--- config.mk ---
export PLATFORM = sky130hd
export DESIGN_NAME = addsub
export DESIGN_NICKNAME = d
export VERILOG_FILES = /design/src/rtl/addsub.sv
export SDC_FILE = /design/constraint.sdc
export NUM_CORES = 1
export LEC_CHECK = 0
export ABC_AREA = 0
export CELL_PAD_IN_SITES_DETAIL_PLACEMENT = 1
export CELL_PAD_IN_SITES_GLOBAL_PLACEMENT = 1
export CORE_UTILIZATION = 30
export DETAILED_ROUTE_END_ITERATION = 7
export PLACE_DENSITY = 0.77
export SYNTH_ARGS = -nofsm -noshare
export SYNTH_HDL_FRONTEND = slang
export SYNTH_SLANG_ARGS = --single-unit
--- constraint.sdc ---
create_clock -name clk -period 1.3 [get_ports clk]
set_input_delay 0.39 -clock clk [delete_from_list [all_inputs] [get_ports clk]]
set_output_delay 0.39 -clock clk [all_outputs]
set_load 0.1 [all_outputs]
--- src/rtl/addsub.sv ---
//------------------------------------------------------------------------------
// addsub : registered two's-complement adder/subtractor with Cout/Ov flags.
// Optional macro ADDSUB_SAT_EN saturates S on signed overflow.  Rev 1.0
//------------------------------------------------------------------------------
`default_nettype none

module addsub #(
   parameter int WIDTH = 5
) (
   input  logic             clk,
   input  logic             rst_n,
   input  logic             in_valid,
   input  logic [WIDTH-1:0] A,
   input  logic [WIDTH-1:0] BC,
   input  logic             AS,
   output logic             Cout,
   output logic             Ov,
   output logic [WIDTH-1:0] S,
   output logic             out_valid
);

   localparam logic [WIDTH-1:0] SAT_MAX = {1'b0, {(WIDTH-1){1'b1}}};
   localparam logic [WIDTH-1:0] SAT_MIN = {1'b1, {(WIDTH-1){1'b0}}};

   logic [WIDTH-1:0] b_eff;
   logic [WIDTH:0]   sum_full;
   logic [WIDTH-1:0] s_raw;
   logic             carry;
   logic             ovf;
   logic [WIDTH-1:0] s_next;

   // Subtraction is A + ~BC + 1: invert the operand and feed AS as carry-in.
   always_comb begin
      b_eff    = AS ? ~BC : BC;
      sum_full = {1'b0, A} + {1'b0, b_eff} + {{WIDTH{1'b0}}, AS};
      s_raw    = sum_full[WIDTH-1:0];
      carry    = sum_full[WIDTH];
      ovf      = (A[WIDTH-1] == b_eff[WIDTH-1]) && (s_raw[WIDTH-1] != A[WIDTH-1]);
   end

`ifdef ADDSUB_SAT_EN
   // Overflow always moves away from A's sign, so A's sign picks the limit.
   always_comb begin
      s_next = s_raw;
      if (ovf) begin
         s_next = A[WIDTH-1] ? SAT_MIN : SAT_MAX;
      end
   end
`else
   always_comb begin
      s_next = s_raw;
   end
`endif

   always_ff @(posedge clk or negedge rst_n) begin
      if (!rst_n) begin
         S         <= '0;
         Cout      <= 1'b0;
         Ov        <= 1'b0;
         out_valid <= 1'b0;
      end else begin
         out_valid <= in_valid;
         if (in_valid) begin
            S    <= s_next;
            Cout <= carry;
            Ov   <= ovf;
         end
      end
   end

endmodule

`default_nettype wire

==> results.py <==
metrics = {
    "floorplan": {
        "rows": 15,
        "dieArea_sq_mm": 0.00204,
        "start_util_pct": 32.0,
        "ios": 22,
        "die_h_microns": 45.2,
        "die_w_microns": 45.2,
        "core_area_sq_mm": 0.00175,
    },
    "timing": {
        "whs_ns": 0.405,
        "period_minus_slack_ns": 1.48,
        "slew_headroom_pct": 75.6,
        "drv_slew": 0,
        "fin_worst_skew_ns": 0,
        "worst_pin_slew_ns": 0.365,
        "hold_violations": 0,
        "fin_crit_sh_pct": 114,
        "layout_setup_ws_ns": -0.176,
        "finalSetupViolCount": 5,
        "fmax_mhz": 678,
        "rsz0062_at_grt": "yes",
    },
    "route": {
        "m1WireLength_microns": 736,
        "wl_met2_microns": 1050,
        "drt_first_iter_violations": 2,
        "drc_errors": 0,
        "ant_nets": 0,
        "wl_met3_microns": 56,
        "top_layer": "met4",
        "vias": 576,
        "firstDrtPassIters": 5,
        "routed_wl_microns": 1880,
        "wl_per_cell_microns": 15.8,
        "avgViaCountPerCell": 4.84,
    },
    "clocking": {
        "cts_buffers": 3,
        "cts_buffer_depth": 2,
        "clock_latency_ns": 0.26,
        "path_clk_slew_ns": 0.06,
        "cts_tree": "yes",
        "ctsRootBufferMaster": "clkbuf_4",
        "cts.sinks": 8,
        "htreeDepth": 1,
    },
    "finish": {
        "multi_input_area_sq_um": 477,
        "drive_gt1_share_pct": 57.4,
        "finalNetCount": 115,
        "antenna_cells": 0,
        "final_area_sq_mm": 0.00114,
        "nFillCells": 184,
        "regArea_sq_um": 200,
        "area_growth_pct": 104,
    },
    "setup_path": {
        "r2r_slack_ns": 0.24,
        "crit_path_max_incr_delay_ns": 0.36,
        "slowest_stage": "or3b_1",
        "cp.arrival_ns": 1.61,
        "cp_data_required_time_ns": 1.44,
        "critPathLaunchType": "input pin",
        "worstPathMaxFanout": 5,
        "worstSetupPathType": "in -> reg",
        "r2r-end": "S[3]$_DFFE_PN0P_",
        "timing.rr.start": "S[3]$_DFFE_PN0P_",
        "rr_worst_depth": 3,
        "endpoint_kind": "register",
        "startpoint": "AS",
        "cp_cell_sequence": "buf_12 > xor2_4 > ha_1 > nand2_4 > o2111ai_1 > or3b_1",
    },
    "yosys": {
        "avgSynthCellArea_sq_um": 9.81,
        "yosysUniqueCellTypes": 25,
        "ys_warn_count": 0,
        "ys_ff_latch": 8,
        "synth_cells": 57,
        "ys_seq_area_share_pct": 35.8,
        "syn_area_sq_um": 559,
        "syn_nets": 76,
    },
    "grt": {
        "grt_usage_pct": 22.1,
        "antenna_found_initial": 0,
        "grt_max_degree": 9,
        "grt_pass1_vias": 649,
        "grt_overflow": 0,
        "grt_pass1_wl_microns": 3040,
    },
    "power": {
        "peakVddDrop_mv": 0.807,
        "powerDensity_mw_per_mm2": 1400,
        "p_total_uw": 1600,
        "leakagePower_uw": 0.000518,
    },
    "place": {
        "placed_cell_area_sq_um": 965,
        "place_hpwl_microns": 1290,
        "gp_congestion": 0.735,
        "dp_slack_ns": -0.966,
        "port_buffers": 21,
    },
    "status": {
        "outcome": "complete, but fails checks",
        "violations": "setup timing",
    },
    "flow_run": {
        "maxCapViolCount": 0,
    },
    "worst_hold_path": {
        "hold_class": "in -> async",
    },
}
[worst max-delay path: cells and delay by family]
family                     cells  cell delay [ns]
AOI/OAI and AO/OA              1             0.17
buffers and inverters          1             0.12
and+or+nand+nor                2             0.43
xor gates and xnor gates       1             0.18
adders and majority gates      1             0.32
[metal layers]
metal | track usage, % | up-vias
li1 | - | 271
met1 | 24.7 | 282
met2 | 40.3 | 18
met3 | 3.60 | 5
met4 | 10.9 | 0
met5 | 0 | -
[sequential cells by signal (all words and copies together) (netlist names)]
register / cells
Ov: 1
Cout: 1
out_valid: 1
S: 5
[how the worst max path moves through the flow]
stage / endpoint / slack, ns / cells past startpoint
final: S[3]$_DFFE_PN0P_ / -0.18 / 6
after detailed placement: S[4]$_DFFE_PN0P_ / -0.97 / 7
after global routing: S[3]$_DFFE_PN0P_ / -0.25 / 6
after CTS: S[2]$_DFFE_PN0P_ / -0.15 / 6
after floorplan: S[3]$_DFFE_PN0P_ / -0.40 / 6
after global placement: S[3]$_DFFE_PN0P_ / -0.91 / 6
[what timing repair did]
action | CTS | global route
hold buffers | 0 | 0
buffers inserted | 4 | 0
setup endpoints to repair | 6 | 6
pin swaps | 17 | 2
resized for setup | 49 | 4
[cell usage after synthesis, drive strengths merged]
cell type  number  area (sq um)
dfrtp           8           200
inv             6          22.5
ha              4          50.1
nand2           4          15.0
o2111ai         4          35.0
xor2            4          35.0
a21oi           2          10.0
buf             2          10.0
mux2i           2          23.8
nand2b          2          12.5
nand3           2          10.0
nor2            2          7.51
nor2b           2          12.5
or2             2          12.5
xnor2           2          17.5
fa              1          20.0
mux2            1          11.3
nor3            1          5.00
o211a           1          10.0
o211ai          1          7.51
o21a            1          7.51
o221ai          1          8.76
o22ai           1          6.26
or3b            1          8.76
[layout by cell type, fill, tap and decap left out, types with 2 or more instances in the layout]
master / count
buf_4: 16
buf_12: 9
dfrtp_1: 8
dlygate4sd2_1: 6
inv_1: 4
xor2_2: 3
ha_4: 3
clkbuf_4: 3
buf_2: 3
inv_2: 2
o2111ai_1: 2
nor2_1: 2
o2111ai_2: 2
nand2_1: 2
nand3_1: 2
[stage by stage]
stage | instances | utilization [%] | TNS [ns]
floorplan | 57 | - | -1.65
global placement | 112 | 55.3 | -5.28
detailed placement | 112 | 55.3 | -5.57
CTS | 119 | 63.9 | -0.558
global route | 119 | 65.4 | -0.930
finish | 119 | 65.4 | -0.632
[kinds of logic (layout without fill, tap and decap cells)]
family          after synthesis  in the layout  share of synthesized area [%]
simple gates                 16             16                           15.0
fa+ha+maj                     5              5                           12.5
compound gates               11             11                           15.2
buf+inv                       8             45                           5.82
xor+xnor                      6              6                           9.40
flops                         8              8                           35.8
mux                           3              3                           6.26
[where the power goes]
part / switching [uW] / internal, uW
sequential: 60.0 / 301
combinational: 606 / 436
clock: 92.2 / 106
[area by class of cell]
class	count	area share [%]
Inverter	6	1.97
Sequential cell	8	17.5
Clock buffer	3	1.97
Multi-Input combinational cell	41	41.8
Tap cell	25	2.74
Timing Repair Buffer	36	34.0
Note: power is estimated with default switching activity, not from simulation.
